--- src/rtl/calc_pkg.sv ---
// Shared types for the calculator request-port driver: command/response codes,
// FSM encoding and packed operation/result payloads.
package calc_pkg;

    localparam int unsigned CMD_W     = 4;
    localparam int unsigned DATA_W    = 32;
    localparam int unsigned RESP_W    = 2;
    localparam int unsigned TAG_MAX_W = 16;

    typedef enum logic [CMD_W-1:0] {
        CMD_NOP = 4'd0,
        CMD_ADD = 4'd1,
        CMD_SUB = 4'd2,
        CMD_SHL = 4'd5,
        CMD_SHR = 4'd6
    } cmd_e;

    typedef enum logic [RESP_W-1:0] {
        RESP_NONE    = 2'd0,
        RESP_OK      = 2'd1,
        RESP_FLOW    = 2'd2,
        RESP_INVALID = 2'd3
    } resp_e;

    typedef enum logic [2:0] {
        DRV_IDLE  = 3'd0,
        DRV_SEND1 = 3'd1,
        DRV_SEND2 = 3'd2,
        DRV_WAIT  = 3'd3,
        DRV_DONE  = 3'd4
    } drv_state_e;

    // Tag fields are sized for the widest supported TAG_W; unused upper bits stay zero.
    typedef struct packed {
        logic [CMD_W-1:0]     cmd;
        logic [DATA_W-1:0]    param1;
        logic [DATA_W-1:0]    param2;
        logic [TAG_MAX_W-1:0] tag;
    } op_t;

    typedef struct packed {
        logic [RESP_W-1:0]    resp;
        logic [DATA_W-1:0]    data;
        logic [TAG_MAX_W-1:0] tag;
        logic                 timeout;
    } res_t;

endpackage

--- src/rtl/calc_port_driver_if.sv ---
// Operation-in / result-out handshake bundle of one calculator port driver.
interface calc_port_if
    import calc_pkg::*;
#(
    parameter int unsigned TAG_W = 4
) ();

    logic              op_valid;
    logic              op_ready;
    logic [CMD_W-1:0]  op_cmd;
    logic [DATA_W-1:0] op_param1;
    logic [DATA_W-1:0] op_param2;
    logic [TAG_W-1:0]  op_tag;

    logic              res_valid;
    logic              res_ready;
    logic [RESP_W-1:0] res_resp;
    logic [DATA_W-1:0] res_data;
    logic [TAG_W-1:0]  res_tag;
    logic              res_timeout;

    // Producer/consumer side of the driver.
    modport master (
        output op_valid, op_cmd, op_param1, op_param2, op_tag, res_ready,
        input  op_ready, res_valid, res_resp, res_data, res_tag, res_timeout
    );

    // Driver side.
    modport slave (
        input  op_valid, op_cmd, op_param1, op_param2, op_tag, res_ready,
        output op_ready, res_valid, res_resp, res_data, res_tag, res_timeout
    );

endinterface

--- src/rtl/calc_sat_counter.sv ---
// Saturating up-counter: increments on inc and holds once it reaches all-ones.
module calc_sat_counter #(
    parameter int unsigned WIDTH = 16
) (
    input  logic             clk,
    input  logic             rst_n,
    input  logic             inc,
    output logic [WIDTH-1:0] count
);

    always_ff @(posedge clk or negedge rst_n) begin
        if (!rst_n) begin
            count <= '0;
        end else if (inc && (count != '1)) begin
            count <= count + WIDTH'(1);
        end
    end

endmodule

--- src/rtl/calc_port_driver.sv ---
// Upstream driver of one calc1_top request port: serialises an operation over two
// cycles, waits (bounded) for the response and returns it with its tag.
module calc_port_driver
    import calc_pkg::*;
#(
    parameter int unsigned TIMEOUT_CYCLES = 10,
    parameter int unsigned TAG_W          = 4,
    parameter int unsigned CNT_W          = 16
) (
    input  logic              c_clk,
    input  logic              reset,
    calc_port_if.slave        bus,
    output logic [CMD_W-1:0]  req_cmd_out,
    output logic [DATA_W-1:0] req_data_out,
    input  logic [RESP_W-1:0] calc_resp,
    input  logic [DATA_W-1:0] calc_data,
    output logic [CNT_W-1:0]  issued_cnt,
    output logic [CNT_W-1:0]  timeout_cnt
);

    localparam int unsigned WCNT_W = $clog2(TIMEOUT_CYCLES + 1);

    localparam logic [2:0] S_IDLE  = DRV_IDLE;
    localparam logic [2:0] S_SEND1 = DRV_SEND1;
    localparam logic [2:0] S_SEND2 = DRV_SEND2;
    localparam logic [2:0] S_WAIT  = DRV_WAIT;
    localparam logic [2:0] S_DONE  = DRV_DONE;

    logic [2:0]        state_q, state_d;
    op_t               op_q, op_d;
    res_t              res_q, res_d;
    logic [WCNT_W-1:0] wcnt_q, wcnt_d;
    logic [CMD_W-1:0]  req_cmd_q, req_cmd_d;
    logic [DATA_W-1:0] req_data_q, req_data_d;
    logic              op_ready_q, op_ready_d;
    logic              res_valid_q, res_valid_d;
    logic              issue_inc;
    logic              tmo_inc;

    // Next state, next registered outputs and payload capture.
    always_comb begin
        state_d    = state_q;
        op_d       = op_q;
        res_d      = res_q;
        wcnt_d     = wcnt_q;
        req_cmd_d  = '0;
        req_data_d = '0;
        issue_inc  = 1'b0;
        tmo_inc    = 1'b0;

        case (state_q)
            S_IDLE: begin
                if (bus.op_valid) begin
                    op_d.cmd    = bus.op_cmd;
                    op_d.param1 = bus.op_param1;
                    op_d.param2 = bus.op_param2;
                    op_d.tag    = TAG_MAX_W'(bus.op_tag);
                    req_cmd_d   = bus.op_cmd;
                    req_data_d  = bus.op_param1;
                    issue_inc   = 1'b1;
                    state_d     = S_SEND1;
                end
            end
            S_SEND1: begin
                req_data_d = op_q.param2;
                state_d    = S_SEND2;
            end
            S_SEND2: begin
                wcnt_d  = '0;
                state_d = S_WAIT;
            end
            S_WAIT: begin
                // A response arriving on the expiry cycle still counts as a response.
                if (calc_resp != RESP_NONE) begin
                    res_d.resp    = calc_resp;
                    res_d.data    = calc_data;
                    res_d.tag     = op_q.tag;
                    res_d.timeout = 1'b0;
                    state_d       = S_DONE;
                end else if (wcnt_q == WCNT_W'(TIMEOUT_CYCLES - 1)) begin
                    res_d.resp    = RESP_NONE;
                    res_d.data    = '0;
                    res_d.tag     = op_q.tag;
                    res_d.timeout = (op_q.cmd != CMD_NOP);
                    tmo_inc       = (op_q.cmd != CMD_NOP);
                    state_d       = S_DONE;
                end else begin
                    wcnt_d = wcnt_q + WCNT_W'(1);
                end
            end
            S_DONE: begin
                if (bus.res_ready) begin
                    state_d = S_IDLE;
                end
            end
            default: state_d = S_IDLE;
        endcase

        op_ready_d  = (state_d == S_IDLE);
        res_valid_d = (state_d == S_DONE);
    end

    always_ff @(posedge c_clk or negedge reset) begin
        if (!reset) begin
            state_q     <= S_IDLE;
            op_q        <= '0;
            res_q       <= '0;
            wcnt_q      <= '0;
            req_cmd_q   <= '0;
            req_data_q  <= '0;
            op_ready_q  <= 1'b1;
            res_valid_q <= 1'b0;
        end else begin
            state_q     <= state_d;
            op_q        <= op_d;
            res_q       <= res_d;
            wcnt_q      <= wcnt_d;
            req_cmd_q   <= req_cmd_d;
            req_data_q  <= req_data_d;
            op_ready_q  <= op_ready_d;
            res_valid_q <= res_valid_d;
        end
    end

    assign req_cmd_out     = req_cmd_q;
    assign req_data_out    = req_data_q;
    assign bus.op_ready    = op_ready_q;
    assign bus.res_valid   = res_valid_q;
    assign bus.res_resp    = res_q.resp;
    assign bus.res_data    = res_q.data;
    assign bus.res_tag     = TAG_W'(res_q.tag);
    assign bus.res_timeout = res_q.timeout;

    // param1 leaves via req_data directly at accept; tag upper bits are always zero.
    logic unused_bits;
    assign unused_bits = ^{op_q.param1, res_q.tag};

    calc_sat_counter #(.WIDTH(CNT_W)) u_issued_cnt (
        .clk   (c_clk),
        .rst_n (reset),
        .inc   (issue_inc),
        .count (issued_cnt)
    );

    calc_sat_counter #(.WIDTH(CNT_W)) u_timeout_cnt (
        .clk   (c_clk),
        .rst_n (reset),
        .inc   (tmo_inc),
        .count (timeout_cnt)
    );

endmodule

--- src/flat_wrapper.sv ---
// flat-port wrapper written by rule: the top's interface ports become plain ports
module calc_port_driver_flat import calc_pkg::*;
#(
    parameter int unsigned TIMEOUT_CYCLES = 10,
    parameter int unsigned TAG_W          = 4,
    parameter int unsigned CNT_W          = 16
)
  (c_clk, reset, req_cmd_out, req_data_out, calc_resp, calc_data, issued_cnt, timeout_cnt, bus_op_valid, bus_op_cmd, bus_op_param1, bus_op_param2, bus_op_tag, bus_res_ready, bus_op_ready, bus_res_valid, bus_res_resp, bus_res_data, bus_res_tag, bus_res_timeout);
  calc_port_if #(.TAG_W(TAG_W)) bus_i ();
  input  logic c_clk;
  input  logic reset;
  output logic [CMD_W-1:0] req_cmd_out;
  output logic [DATA_W-1:0] req_data_out;
  input  logic [RESP_W-1:0] calc_resp;
  input  logic [DATA_W-1:0] calc_data;
  output logic [CNT_W-1:0] issued_cnt;
  output logic [CNT_W-1:0] timeout_cnt;
  input wire logic [$bits(bus_i.op_valid)-1:0] bus_op_valid;
  input wire logic [$bits(bus_i.op_cmd)-1:0] bus_op_cmd;
  input wire logic [$bits(bus_i.op_param1)-1:0] bus_op_param1;
  input wire logic [$bits(bus_i.op_param2)-1:0] bus_op_param2;
  input wire logic [$bits(bus_i.op_tag)-1:0] bus_op_tag;
  input wire logic [$bits(bus_i.res_ready)-1:0] bus_res_ready;
  output wire logic [$bits(bus_i.op_ready)-1:0] bus_op_ready;
  output wire logic [$bits(bus_i.res_valid)-1:0] bus_res_valid;
  output wire logic [$bits(bus_i.res_resp)-1:0] bus_res_resp;
  output wire logic [$bits(bus_i.res_data)-1:0] bus_res_data;
  output wire logic [$bits(bus_i.res_tag)-1:0] bus_res_tag;
  output wire logic [$bits(bus_i.res_timeout)-1:0] bus_res_timeout;
  assign bus_i.op_valid = bus_op_valid;
  assign bus_i.op_cmd = bus_op_cmd;
  assign bus_i.op_param1 = bus_op_param1;
  assign bus_i.op_param2 = bus_op_param2;
  assign bus_i.op_tag = bus_op_tag;
  assign bus_i.res_ready = bus_res_ready;
  assign bus_op_ready = bus_i.op_ready;
  assign bus_res_valid = bus_i.res_valid;
  assign bus_res_resp = bus_i.res_resp;
  assign bus_res_data = bus_i.res_data;
  assign bus_res_tag = bus_i.res_tag;
  assign bus_res_timeout = bus_i.res_timeout;
  calc_port_driver #(.TIMEOUT_CYCLES(TIMEOUT_CYCLES), .TAG_W(TAG_W), .CNT_W(CNT_W)) u_core (.c_clk(c_clk), .reset(reset), .bus(bus_i), .req_cmd_out(req_cmd_out), .req_data_out(req_data_out), .calc_resp(calc_resp), .calc_data(calc_data), .issued_cnt(issued_cnt), .timeout_cnt(timeout_cnt));
endmodule
--- config.mk ---
export PLATFORM = sky130hd
export DESIGN_NAME = calc_port_driver_flat
export DESIGN_NICKNAME = d
export VERILOG_FILES = /design/src/rtl/calc_pkg.sv /design/src/rtl/calc_port_driver_if.sv /design/src/rtl/calc_sat_counter.sv /design/src/rtl/calc_port_driver.sv /design/src/flat_wrapper.sv
export SDC_FILE = /design/constraint.sdc
export NUM_CORES = 1
export LEC_CHECK = 0
export CAP_MARGIN = 0
export CORE_ASPECT_RATIO = 1.5
export CORE_MARGIN = 10
export CORE_UTILIZATION = 27
export CTS_CLUSTER_DIAMETER = 100
export CTS_CLUSTER_SIZE = 28
export DETAILED_ROUTE_END_ITERATION = 12
export PLACE_DENSITY = 0.6
export SYNTH_ARGS = -nofsm -noshare
export SYNTH_HDL_FRONTEND = slang
export SYNTH_SLANG_ARGS = --single-unit
--- constraint.sdc ---
create_clock -name c_clk -period 5.35 [get_ports c_clk]
set_input_delay 1.07 -clock c_clk [delete_from_list [all_inputs] [get_ports c_clk]]
set_output_delay 1.07 -clock c_clk [all_outputs]
set_load 0.005 [all_outputs]
======== Yosys cells after proc, flatten, opt, wreduce, memory -nomap -nowiden ========
Cells that the tools add are included.
storage, ports and cells
  bits in registers ....................... 156
  bits in latches ......................... 0
  memory bits (writable) .................. 0
  memory bits (read-only) ................. 0
  input port bits ......................... 110
  output and inout bits ................... 109
  word-level logic and storage cells ...... 58
  memories ................................ 0
cells by class
  add/subtract/negate cells ............... 3
  multipliers ............................. 0
  div/mod/pow operators ................... 0
  $lt $le $gt $ge ......................... 0
  equality and inequality tests ........... 10
  shifts and indexed selects .............. 0
  mux-type cells .......................... 19
  bitwise logic cells ..................... 0
  reductions and logical operators ........ 11
operator list
  cell                                                             number
  51-bit two-way mux                                               2
  32-bit case mux with 2 select lines                              1
  16-bit by 1-bit adder with 16-bit output, second input constant  2
  32-bit two-way mux                                               1
  16-bit != test, second input constant                            2
  4-bit two-way mux                                                4
  3-bit case mux with 5 select lines                               1
  3-bit two-way mux                                                4
  4-bit case mux with 2 select lines                               1
  3-bit by 2-bit == test with 1-bit output, second input constant  2
  3-bit == test, second input constant                             2
  3-bit zero test                                                  2
  2-bit nonzero test                                               3
  1-bit two-way mux                                                5
  4-bit by 1-bit adder with 4-bit output, second input constant    1
  4-bit == test, second input constant                             1
  2-bit != test, second input constant                             2
  2-bit AND reduction                                              2
  4-bit nonzero test                                               1
  3-bit by 1-bit == test with 1-bit output, second input constant  1
  3-bit AND reduction                                              1
  1-bit logical AND                                                2

======== Logic depth before layout (Yosys ltp) ========
Gate-level depths: netlist of run 1.
  word-level depth ........................ 5
  gate-level depth with buffers ........... 8

======== By module ========
From an unflattened synthesis of run 1, not the netlist that was laid out.
second synthesis, totals
  cell total of the unflattened synthesis .. 453
  area total of the unflattened synthesis .. 6362.4 µm²
by module, submodules not included
  module            times used  cells each  area an instance (µm²)
  calc_port_driver  1           309         4643.2
  calc_sat_counter  2           72          859.6

======== Worst setup path before layout of run 1 ========
OpenSTA, ideal clock, no wires.
  path kind ............................... input port to flip-flop
  start ................................... input port calc_resp[1]
  end ..................................... register u_core.u_timeout_cnt.count[7]
  setup time .............................. 0.079 ns
  arrival time ............................ 2.377 ns
  required time ........................... 5.271 ns
  setup slack ............................. 2.894 ns
  stages .................................. 6
  path through ............................ or2_2 -> nor4_4 -> o41ai_2 -> buf_6 -> nor4_2 -> xor2_1
on the way
  word-level cells in the longest chain between the ends .. 4
ends and longest elaborated chain
  item                    RTL line                RTL
  start: declaration      flat_wrapper.sv:14      input logic [RESP_W-1:0] calc_resp;
  2-bit nonzero test      calc_port_driver.sv:74  if (calc_resp != RESP_NONE) begin
  1-bit two-way mux       calc_port_driver.sv:74
  1-bit two-way mux       calc_port_driver.sv:51  case (state_q)
  1-bit logical AND       calc_sat_counter.sv:14  end else if (inc && (count != '1)) begin
  end signal: assignment  calc_sat_counter.sv:15  count <= count + WIDTH'(1);
  end: declaration        calc_sat_counter.sv:8   output logic [WIDTH-1:0] count
Every way passes these cells.
A chain may end at the register's enable or synchronous reset.

======== Final worst setup path of run 1 ========
  start ................................... input port calc_resp[1]
  end ..................................... register u_core.res_valid_q, in the netlist u_core.bus.res_valid
on the way
  word-level cells in the longest chain between the ends .. 4
ends and longest elaborated chain
  item                                RTL line                 RTL
  2-bit nonzero test                  calc_port_driver.sv:74
  3-bit two-way mux                   calc_port_driver.sv:74
  3-bit case mux with 5 select lines  calc_port_driver.sv:51
  3-bit == test                       calc_port_driver.sv:100  res_valid_d = (state_d == S_DONE);
  named net u_core.res_valid_d        calc_port_driver.sv:36   logic res_valid_q, res_valid_d;
  end signal: assignment              calc_port_driver.sv:121  res_valid_q <= res_valid_d;
  end: declaration                    calc_port_driver.sv:36
The timed path passes the listed nets, and every way through them passes these cells.

==> metrics.md, run 1 <==
| Metric | Value |
|---|---|
| Syn Nets | `635` |
| Post-CTS Resized | `0` |
| TritonCTS clock tree | `yes` |
| Grt ovf | `0` |
| Core area | `22380 µm²` |
| Status | `finished clean` |
| Share of cells above drive strength 1 | `8.000%` |
| WP data arrival | `approximately 3200 ps` |
| Synth unique cells | `45` |
| Clk pin slew, worst setup/hold paths | `60 ps` |
| CP Launch Point | `calc_resp[1]` |
| Reg2reg setup slack | `2860 ps` |
| Final WS setup | `2487 ps` |
| 1st-iter DRT viols | `between 150 and 200` |
| GR Util All Layers | `approximately an eighth` |
| Worst Path Required | `5630 ps` |
| Row count | `between 60 and 70` |
| Nets@finish | `854` |
| WL final | `18270 µm` |
| CP max stage delay | `540 ps` |
| Worst setup SP type | `input pin` |
| Syn_area_per_cell | `11.76 µm²` |
| Placed cells | `997` |
| Largest net degree at the start of global routing | `83` |
| Sum of negative setup slack | `0 ps` |
| Max_cap viols | `0` |
| Final Hold Vio Count | `0` |
| Cell area after layout | `9250 µm²` |
| Sequential area share after synthesis | `63.73%` |
| Number of synthesized flops with an enable pin | `0` |
| Post-Syn Area | `~6000 µm²` |
| Ports | `219` |
| Top Family by Delay on Critical Path | `simple AND/OR/NAND/NOR gates` |
| Antenna-violating nets left | `0` |
| Port-buffer cells | `218` |
| Slew Viols, Final | `0` |
| Vias | `4688` |
| WP buf/inv | `2` |
| Setup violations, final | `0` |
| Final core occ | `41.33%` |
| Area after DPL | `about 8600 µm²` |
| Final worst path period need | `2863 ps` |
| Avg WL per Cell | `between 15 and 20 µm` |
| First-pass GRT wire length | `28770 µm` |
| H-tree depth | `4` |
| Clock tree buffer depth | `2` |
| Cells along the critical path | `clkdlybuf4s50_1 -> nor2_1 -> nand2_1 -> nand2_1 -> buf_4 -> o41ai_1` |
| Leak Pwr | `4.224 nW` |
| Layout Cells excl Fill | `1027` |
| Worst slew margin | `20.50%` |
| RSZ-0062 raised after global routing | `no` |
| CP endpoint | `u_core.bus.res_valid$_DFF_PN0_` |
| CP max stage cell | `nand2_1` |
| Mapped Cells | `~520` |
| Post-synth ARST share | `100.0%` |
| Warnings, synthesis | `0` |
| Skew-Pair Late Insertion Delay | `roughly 420 ps` |
| Worst VDD drop | `233.9 µV` |
| Tcrit/Tclk final | `53.51%` |
| Top FF cell, synth | `dfrtp_1` |
| Critical path fanouts, max | `24` |
| Die area | `roughly 29000 µm²` |
| Reg2Reg Depth | `4` |
| Num CTS Buffers | `17` |
| Setup bufs post-CTS | `0` |
| Starting Density | `roughly 27%` |
| Peak Freq | `between 300 and 400 MHz` |
| Drt pass-1 iters | `4` |
| Setup slack at placement | `2048 ps` |
| Filler cells | `2177` |
| DR DRC count | `0` |
| Worst R2R End | `u_core.u_timeout_cnt.count[1]$_DFFE_PN0P_` |
| CTS Sinks | `between 150 and 200` |
| Initial antenna violation count | `5` |
| Die boundary height | `204.5 µm` |
| GP Congestion | `0.8036` |
| R2r startpoint | `u_core.u_timeout_cnt.count[8]$_DFFE_PN0P_` |
| Hold Crit Class | `reg2reg` |
| Endpoint type of the worst setup path | `flip-flop` |
| Worst-margin pin slew | `1180 ps` |
| Die width | `143 µm` |
| Crit Path Category | `in2reg` |
| Area growth from synthesis to layout | `50.97%` |
| Final Skew | `5.847 ps` |
| Power per cell area | `499.5 nW/µm²` |
| Via density | `around 4.6` |
| #FFs+latches synth | `~160` |
| Clk root buf | `clkbuf_16` |
| Most frequent CP cell | `nand2_1` |
| Crit path depth | `6` |
| CTS hold repair buffers | `0` |
| Vias in the first global route | `5017` |
| DPL Wire Length | `between 10000 and 15000 µm` |
-- worst min-delay path, cell delays in order (launching register included) --
cell	delay (ps)
dfrtp_1	340
nand2_1	50
nand2_1	50
-- layer usage --
metal	part of all wire, %	up-vias	routed length [µm]	global-route usage, %
met2	52	152	9464	22.04
met5	0.24	-	44	0
met4	1.6	8	301	4.361
met1	37	2254	6758	13.18
li1	-	2252	-	-
met3	9.3	22	1701	5.933
-- cell usage in the layout, fill, tap and decap left out, types with 2 or more instances in the layout --
cell	n
a21oi_1	3
and4_1	3
bufinv_16	4
clkbuf_16	17
inv_1	4
clkbuf_8	6
nor4_1	4
o41ai_1	2
nor2_2	3
dfrtp_1	155
and2_1	4
o21ai_0	4
or2_2	2
xnor2_1	10
nor2_1	20
and3_1	3
a21o_1	6
nand2_1	128
ha_1	4
a22o_1	66
nand4_1	6
xor2_1	17
mux2_2	7
clkdlybuf4s50_1	217
o31ai_1	2
buf_4	7
nand3_1	18
nor3_1	5
-- registers in the layout, indices dropped and copies added (netlist names) --
signal	count
u_core.bus.op_ready	1
u_core.bus.res_data	32
u_core.bus.res_resp	2
u_core.bus.res_tag	4
u_core.bus.res_timeout	1
u_core.bus.res_valid	1
u_core.op_q	40
u_core.req_cmd_out	4
u_core.req_data_out	32
u_core.state_q	3
u_core.u_issued_cnt.count	16
u_core.u_timeout_cnt.count	16
u_core.wcnt_q	4
-- cell families (layout without fill, tap and decap cells) --
kind of cell               Yosys count  count (layout)  synth area share (%)
and+or+nand+nor                    210             210                 16.19
DFF                                156             156                 63.73
AOI/OAI and AO/OA                   88              88                 12.01
buffers and inverters               29             258                 2.103
xor gates and xnor gates            27              27                 3.859
muxes                                7               7                 1.287
adders and majority gates            4               4                0.8169
other                                0               1                     0
-- final cells by class --
| cell class | count | area, µm² | area share, % |
|---|---|---|---|
| flip-flops and latches | 156 | 3905 | 42.22 |
| repair buffers | 225 | 2236 | 24.17 |
| multi-input cells | 336 | 2106 | 22.76 |
| clock buffers | 23 | 508.0 | 5.492 |
| well taps | 276 | 345.3 | 3.733 |
| clock inverters | 6 | 132.6 | 1.434 |
| inverters | 4 | 15.01 | 0.1623 |
| diodes | 1 | 2.502 | 0.02705 |
-- stage by stage --
step	hold WS [ps]	total power, mW
2_1_floorplan	441.7	2.498
3_3_place_gp	456.5	3.342
4_1_cts	476.4	4.711
5_1_grt	493.6	4.926
3_5_place_dp	461.5	3.365
6_report	469.3	4.620
-- cell usage after synthesis (2+ instances only) --
cell | instances | area [µm²]
nor3_1 | 6 | 30.03
nor2_1 | 21 | 78.83
a21o_1 | 6 | 45.04
nand4_1 | 6 | 37.54
o21ai_0 | 4 | 20.02
nand3_1 | 19 | 95.09
ha_1 | 4 | 50.05
and4_1 | 3 | 26.28
or2_2 | 2 | 12.51
xor2_1 | 17 | 148.9
clkbuf_1 | 18 | 67.56
and3_1 | 3 | 18.77
nor4_1 | 4 | 25.02
a22o_1 | 66 | 578.1
nand2_1 | 128 | 480.5
inv_1 | 4 | 15.01
o31ai_1 | 2 | 15.01
and2_1 | 4 | 25.02
dfrtp_1 | 155 | 3879
buf_2 | 4 | 20.02
nor2_2 | 2 | 12.51
mux2_2 | 7 | 78.83
xnor2_1 | 10 | 87.58
buf_6 | 2 | 22.52
a21oi_1 | 3 | 15.01
o41ai_1 | 2 | 17.52
-- where the power goes --
part / total (mW) / switching, mW / internal (mW)
Combinational: 1.47 / 0.632 / 0.838
Clock: 1.31 / 0.463 / 0.848
Sequential: 1.84 / 0.242 / 1.60
Total: 4.62 / 1.34 / 3.28
-- worst min-delay path by stage --
| stage | from | end | depth (start not counted) |
|---|---|---|---|
| 4_1_cts | u_core.op_q[3]$_DFFE_PN0P_ | u_core.op_q[3]$_DFFE_PN0P_ | 2 |
| 3_5_place_dp | u_core.op_q[3]$_DFFE_PN0P_ | u_core.op_q[3]$_DFFE_PN0P_ | 2 |
| 2_1_floorplan | u_core.op_q[0]$_DFFE_PN0P_ | u_core.op_q[0]$_DFFE_PN0P_ | 2 |
| 5_1_grt | u_core.op_q[17]$_DFFE_PN0P_ | u_core.op_q[17]$_DFFE_PN0P_ | 2 |
| 3_3_place_gp | u_core.op_q[3]$_DFFE_PN0P_ | u_core.op_q[3]$_DFFE_PN0P_ | 2 |
| 6_report | u_core.op_q[3]$_DFFE_PN0P_ | u_core.op_q[3]$_DFFE_PN0P_ | 2 |
(Power assumes the default switching activity.)
==> run 2, diff against run 1 <==
clock period = 2.7 ns   (was 5.35 ns; I/O delays follow)
==> run 2 against run 1 <==
  * Die area unchanged
  * Clock power up 87%
  * Sequential cell count unchanged
  * Clock skew up 5.0 ps
  * Sequential power up 98%
  * Via count up 1.0%
  * Worst hold slack worse by 390 ps
  * Total power up 96%
  * Sequential share of layout area down 0.31 points
  * First-iteration DRC count down 21%
  * Worst setup slack worse by 2100 ps
  * Clock-buffer cell count down 5
  * Critical endpoint is now u_core.u_timeout_cnt.count[1]$_DFFE_PN0P_
  * Largest cell class unchanged
  * Highest routed layer unchanged
==> metrics.md, run 2 (synthesis gave the netlist of run 1 again) <==
| Metric | Value |
|---|---|
| Worst slew margin | `47.62% (was 20.50%)` |
| DPL Wire Length | `13790 µm (was 13260 µm)` |
| TritonCTS clock tree | `yes (unchanged)` |
| Critical path fanouts, max | `8 (was 24)` |
| WL final | `18550 µm (was 18270 µm)` |
| DR DRC count | `0 (unchanged)` |
| Skew-Pair Late Insertion Delay | `430 ps (was 420 ps)` |
| Max_cap viols | `0 (unchanged)` |
| Tcrit/Tclk final | `86.34%` |
| H-tree depth | `4 (unchanged)` |
| Worst VDD drop | `494.7 µV (was 233.9 µV)` |
| Area of the multi-input gates | `2106 µm² (unchanged)` |
| Final Hold Vio Count | `0 (unchanged)` |
| CTS Sinks | `156 (unchanged)` |
| Grt ovf | `0 (unchanged)` |
| CP max stage cell | `o41ai_2 (was nand2_1)` |
| GP Congestion | `0.8219 (was 0.8036)` |
| Leak Pwr | `4.255 nW (was 4.224 nW)` |
| Endpoint type of the worst setup path | `flip-flop (unchanged)` |
| Clock tree buffer depth | `2 (unchanged)` |
| Clk pin slew, worst setup/hold paths | `70 ps (was 60 ps)` |
| Row count | `67 (unchanged)` |
| Largest net degree at the start of global routing | `59 (was 83)` |
| Slew Viols, Final | `0 (unchanged)` |
| Crit Path Category | `reg2reg (was in2reg)` |
| Worst-margin pin slew | `777.2 ps (was 1180 ps)` |
| Initial antenna violation count | `5 (unchanged)` |
| Post-CTS Resized | `0 (unchanged)` |
| Nets@finish | `865 (was 854)` |
| Placed cells | `1008 (was 997)` |
| Die boundary height | `204.5 µm (unchanged)` |
| CP max stage delay | `770 ps (was 540 ps)` |
| Worst setup SP type | `flip-flop (was input pin)` |
| RSZ-0062 raised after global routing | `no (unchanged)` |
| Setup slack at placement | `226.5 ps (was 2048 ps)` |
| Clk root buf | `clkbuf_16 (unchanged)` |
| 1st-iter DRT viols | `145 (was 184)` |
| Core area | `22380 µm² (unchanged)` |
| Vias | `4737 (was 4688)` |
| Max reg flops | `40 (unchanged)` |
| Die area | `29240 µm² (unchanged)` |
| Total chip power | `9.060 mW (was 4.620 mW)` |
| Vias in the first global route | `5067 (was 5017)` |
| Final WS setup | `368.8 ps (was 2487 ps)` |
| Final Skew | `10.84 ps (was 5.847 ps)` |
| Power per cell area | `972.3 nW/µm² (was 499.5 nW/µm²)` |
| Layout Cells excl Fill | `1042 (was 1027)` |
| Reg area | `3905 µm² (unchanged)` |
| Share of cells above drive strength 1 | `9.555% (was 8.000%)` |
| Top reg by flops | `u_core.op_q (unchanged)` |
| Num CTS Buffers | `17 (unchanged)` |
| Worst Path Required | `3010 ps (was 5630 ps)` |
| GR Util All Layers | `12.82% (was 12.72%)` |
| CTS hold repair buffers | `0 (unchanged)` |
| WP data arrival | `2640 ps (was 3150 ps)` |
| Setup violations, final | `0 (unchanged)` |
| Status | `finished clean (unchanged)` |
| Die width | `143 µm (unchanged)` |
| Setup bufs post-CTS | `0 (unchanged)` |
| Area growth from synthesis to layout | `52.09% (was 50.97%)` |
| Most frequent cells in the layout | `217 x clkdlybuf4s50_1, 155 x dfrtp_1, 128 x nand2_1 (unchanged)` |
| Final worst path period need | `approximately 2300 ps` |
| Sum of negative setup slack | `0 ps (unchanged)` |
| Antenna-violating nets left | `0 (unchanged)` |
| Ports | `219 (unchanged)` |
| Most common cell after layout, fill and taps aside | `clkdlybuf4s50_1 (unchanged)` |
| Cells along the critical path | `and4_1 -> nand2_1 -> o41ai_2 -> buf_4 -> mux2_2 (was clkdlybuf4s50_1 -> nor2_1 -> nand2_1 -> nand2_1 -> buf_4 -> o41ai_1)` |
| Via density | `4.546 (was 4.565)` |
| Peak Freq | `about 430 MHz` |
| Filler cells | `2141 (was 2177)` |
| Drt pass-1 iters | `4 (unchanged)` |
| Avg WL per Cell | `17.80 µm (was 17.79 µm)` |
| Starting Density | `27.37% (unchanged)` |
| Port-buffer cells | `218 (unchanged)` |
| First-pass GRT wire length | `28640 µm (was 28770 µm)` |
| Hold Crit Class | `in2async (was reg2reg)` |
run 2: cell types whose count changed in the layout (fill, tap and decap cells not counted), sizes merged:
cell	delta
buf	+11
bufinv	-1
clkbuf	-5
clkinv	+4
clkinvlp	+3
diode	+1
inv	+2
run 2: area by class of cell:
cell class	count	area share, %
inverters	4	0.1611
diodes	2	0.05371
repair buffers	236	25.15
well taps	276	3.706
clock buffers	18	4.605
flip-flops and latches	156	41.90
multi-input cells	336	22.60
clock inverters	14	1.826
run 2: layer usage:
layer | track usage, % | vias up | share of wire [%]
li1 | - | 2273 | -
met1 | 13.44 | 2282 | 38
met2 | 21.64 | 145 | 51
met3 | 5.724 | 31 | 8.4
met4 | 5.728 | 6 | 2.6
met5 | 0 | - | 0.17
run 2: power by group:
part	leakage [nW]	internal, mW	switching (mW)	total [mW]
Sequential	2.03	3.16	0.482	3.65
Clock	0.283	1.46	0.991	2.45
Combinational	1.94	1.70	1.26	2.97
Total	4.25	6.32	2.74	9.06
run 2: final timing paths:
| kind | start | to | slack [ps] | cells past startpoint |
|---|---|---|---|---|
| max | u_core.u_timeout_cnt.count[8]$_DFFE_PN0P_ | u_core.u_timeout_cnt.count[1]$_DFFE_PN0P_ | 370 | 5 |
| min | reset | u_core.req_data_out[15]$_DFF_PN0_ | 80 | 1 |
| max reg2reg | u_core.u_timeout_cnt.count[8]$_DFFE_PN0P_ | u_core.u_timeout_cnt.count[1]$_DFFE_PN0P_ | 370 | 5 |
| min reg2reg | u_core.op_q[1]$_DFFE_PN0P_ | u_core.op_q[1]$_DFFE_PN0P_ | 470 | 2 |
| max in group asynchronous | reset | u_core.u_timeout_cnt.count[7]$_DFFE_PN0P_ | 1870 | 2 |
| min in group c_clk | u_core.op_q[1]$_DFFE_PN0P_ | u_core.op_q[1]$_DFFE_PN0P_ | 470 | 2 |
run 2: critical path: cells and delay by family, from the launching register on:
family | cells | cell delay (ps)
compound gates | 1 | 770
buf+inv | 1 | 270
flops | 1 | 440
mux | 1 | 330
simple gates | 2 | 410
run 2: stage by stage:
| stage | util [%] | instance area [µm²] | hold slack [ps] |
|---|---|---|---|
| floorplan | - | 6127 | 244.4 |
| global placement | 38.93 | 8715 | 454.9 |
| detailed placement | 38.93 | 8715 | 459.0 |
| CTS | 41.61 | 9314 | 84.02 |
| global route | 41.62 | 9316 | 104.2 |
| finish | 41.63 | 9319 | 75.75 |
==> run 3, diff against run 2 <==
RECOVER_POWER = 25   (was unset)
SKIP_CTS_REPAIR_TIMING = 1   (was unset)
==> run 3 against run 2 <==
  * Worst setup slack is the same
  * Final area is essentially flat
  * Combinational power is essentially flat
  * Core utilization is essentially flat
  * Maximum frequency is the same
  * Clock-buffer cell count is the same
  * Sequential cell count is the same
  * Sequential share of layout area is essentially flat
  * Critical path type unchanged
  * Clock power is essentially flat
  * Critical endpoint unchanged
  * Clock skew is the same
  * Critical path depth is the same
  * The run now ends with capacitance limit, slew limit left
==> metrics.md, run 3 (synthesis gave the netlist of run 1 again) <==
| Metric | Value |
|---|---|
| Worst VDD drop | `494.6 µV (was 494.7 µV)` |
| Num CTS Buffers | `17 (unchanged)` |
| Avg WL per Cell | `17.80 µm (about the same)` |
| Peak Freq | `429.0 MHz (unchanged)` |
| Setup slack at placement | `226.5 ps (unchanged)` |
| Worst Path Required | `3010 ps (about the same)` |
| Total chip power | `9.060 mW (about the same)` |
| DR DRC count | `0 (unchanged)` |
| Initial antenna violation count | `5 (unchanged)` |
| Skew-Pair Late Insertion Delay | `430 ps (about the same)` |
| Worst-margin pin slew | `1556 ps (was 777.2 ps)` |
| Setup violations, final | `0 (unchanged)` |
| CP max stage delay | `770 ps (about the same)` |
| Worst setup SP type | `flip-flop (unchanged)` |
| 1st-iter DRT viols | `145 (unchanged)` |
| Slew Viols, Final | `57 (was 0)` |
| GR Util met3 | `5.724% (unchanged)` |
| Cells along the critical path | `and4_1 -> nand2_1 -> o41ai_2 -> buf_4 -> mux2_2 (unchanged)` |
| Final Hold Vio Count | `0 (unchanged)` |
| Port-buffer cells | `218 (unchanged)` |
| Core area | `22380 µm² (unchanged)` |
| Largest net degree at the start of global routing | `59 (unchanged)` |
| Failing checks | `capacitance limit, slew limit` |
| Area growth from synthesis to layout | `51.99% (was 52.09%)` |
| Clock share of power | `27.0% (about the same)` |
| Reg2Reg Depth | `5 (unchanged)` |
| TritonCTS clock tree | `yes (unchanged)` |
| Most Crowded Layer GR | `met2 (unchanged)` |
| Clk root buf | `clkbuf_16 (unchanged)` |
| Reg2reg setup slack | `370 ps (about the same)` |
| Starting Density | `27.37% (unchanged)` |
| Most common cell after layout, fill and taps aside | `clkdlybuf4s50_1 (unchanged)` |
| Die boundary height | `204.5 µm (unchanged)` |
| Leak Pwr | `4.253 nW (was 4.255 nW)` |
| Endpoint type of the worst setup path | `flip-flop (unchanged)` |
| Final WS setup | `368.8 ps (unchanged)` |
| Hold Crit Class | `reg2reg (was in2async)` |
| Max reg flops | `40 (unchanged)` |
| H-tree depth | `4 (unchanged)` |
| Power per cell area | `972.8 nW/µm² (was 972.3 nW/µm²)` |
| Status | `finished, violations left (was finished clean)` |
| Internal cell power | `6.321 mW (was 6.322 mW)` |
| Nets@finish | `865 (unchanged)` |
| Met2 Resource Use GR | `21.64% (unchanged)` |
| Die width | `143 µm (unchanged)` |
| Share of power burned in registers | `40.2% (about the same)` |
| Drt pass-1 iters | `4 (unchanged)` |
| WHS Path Cells | `2` |
| Row count | `67 (unchanged)` |
| CP max stage cell | `o41ai_2 (unchanged)` |
| Antenna-violating nets left | `0 (unchanged)` |
| Worst slew margin | `-3.720% (was 47.62%)` |
| Clk pin slew, worst setup/hold paths | `60 ps (was 70 ps)` |
| Share of cells above drive strength 1 | `9.555% (unchanged)` |
| RSZ-0062 raised after global routing | `no (unchanged)` |
| GR Util All Layers | `12.82% (unchanged)` |
| Switching Share | `30.23% (about the same)` |
| CTS Sinks | `156 (unchanged)` |
| Tcrit/Tclk final | `86.34% (unchanged)` |
| Grt met1 use | `13.44% (unchanged)` |
| Most frequent cells in the layout | `217 x clkdlybuf4s50_1, 155 x dfrtp_1, 128 x nand2_1 (unchanged)` |
| WP data arrival | `2640 ps (about the same)` |
| First-pass GRT wire length | `28640 µm (unchanged)` |
| Ports | `219 (unchanged)` |
| Sw Pwr | `2.738 mW (was 2.739 mW)` |
| GP Congestion | `0.8219 (unchanged)` |
| Final worst path period need | `2331 ps (unchanged)` |
| Die area | `29240 µm² (unchanged)` |
| Grt ovf | `0 (unchanged)` |
| Vias in the first global route | `5067 (unchanged)` |
| Clock tree buffer depth | `2 (unchanged)` |
| WL final | `18540 µm (was 18550 µm)` |
| Critical path fanouts, max | `8 (unchanged)` |
| Sum of negative setup slack | `0 ps (unchanged)` |
| DPL Wire Length | `13790 µm (unchanged)` |
| Via density | `4.545 (was 4.546)` |
| Combinational power share | `32.7% (was 32.8%)` |
| Final Skew | `10.84 ps (unchanged)` |
| Vias | `4736 (was 4737)` |
| Max_cap viols | `1 (was 0)` |
| Top reg by flops | `u_core.op_q (unchanged)` |
| Crit Path Category | `reg2reg (unchanged)` |
[run 3: changes by cell type in the layout (fill, tap and decap cells not counted), sizes merged]
cell / delta
clkbuf: +1
buf: -1
[run 3: worst max-delay path: cells and delay by family, from the launching register on]
kind,cells,cell delay (ps)
AOI/OAI and AO/OA,1,770
and+or+nand+nor,2,410
buffers and inverters,1,270
muxes,1,330
DFF,1,440
[run 3: final timing paths]
check                                                                from                                        end
worst max register to register  u_core.u_timeout_cnt.count[8]$_DFFE_PN0P_  u_core.u_timeout_cnt.count[1]$_DFFE_PN0P_
worst min register to register                 u_core.op_q[1]$_DFFE_PN0P_                 u_core.op_q[1]$_DFFE_PN0P_
worst max-delay path            u_core.u_timeout_cnt.count[8]$_DFFE_PN0P_  u_core.u_timeout_cnt.count[1]$_DFFE_PN0P_
max in group asynchronous                                           reset  u_core.u_timeout_cnt.count[7]$_DFFE_PN0P_
worst min-delay path                           u_core.op_q[1]$_DFFE_PN0P_                 u_core.op_q[1]$_DFFE_PN0P_
min in group asynchronous                                           reset          u_core.req_data_out[15]$_DFF_PN0_
[run 3: stage by stage]
step / std cells / cell area [µm²] / hold slack, ps / util, %
final: 1042 / 9313 / 468.5 / 41.61
after global routing: 1041 / 9310 / 491.9 / 41.60
after CTS: 1040 / 9314 / 84.02 / 41.61
after detailed placement: 1008 / 8715 / 459.0 / 38.93
after global placement: 1008 / 8715 / 454.9 / 38.93
after floorplan: 521 / 6127 / 244.4 / -
[run 3: layout make-up]
cell class / count / area, µm²
sequential: 156 / 3905
clock inverter: 14 / 170.2
inverter: 4 / 15.01
clock buffer: 18 / 429.2
multi-input combinational: 336 / 2106
antenna: 2 / 5.005
timing repair buffer: 236 / 2337
fill: 2143 / 13070
tap: 276 / 345.3
[run 3: power by group through the flow]
stage	logic, mW	clock network, mW	registers [mW]
after floorplan	1.33	0	3.62
after detailed placement	3.05	0	3.69
after global routing	3.27	2.63	3.75
after CTS	3.07	2.55	3.65
after global placement	3.02	0	3.66
final	2.97	2.45	3.65
[run 3: routing by layer]
metal  vias to the layer above  routed length [µm]  share of wire (%)
li1                       2273                   -                  -
met1                      2281                7026                 38
met2                       145                9448                 51
met3                        31                1552                8.4
met4                         6                 484                2.6
met5                         -                  32               0.17
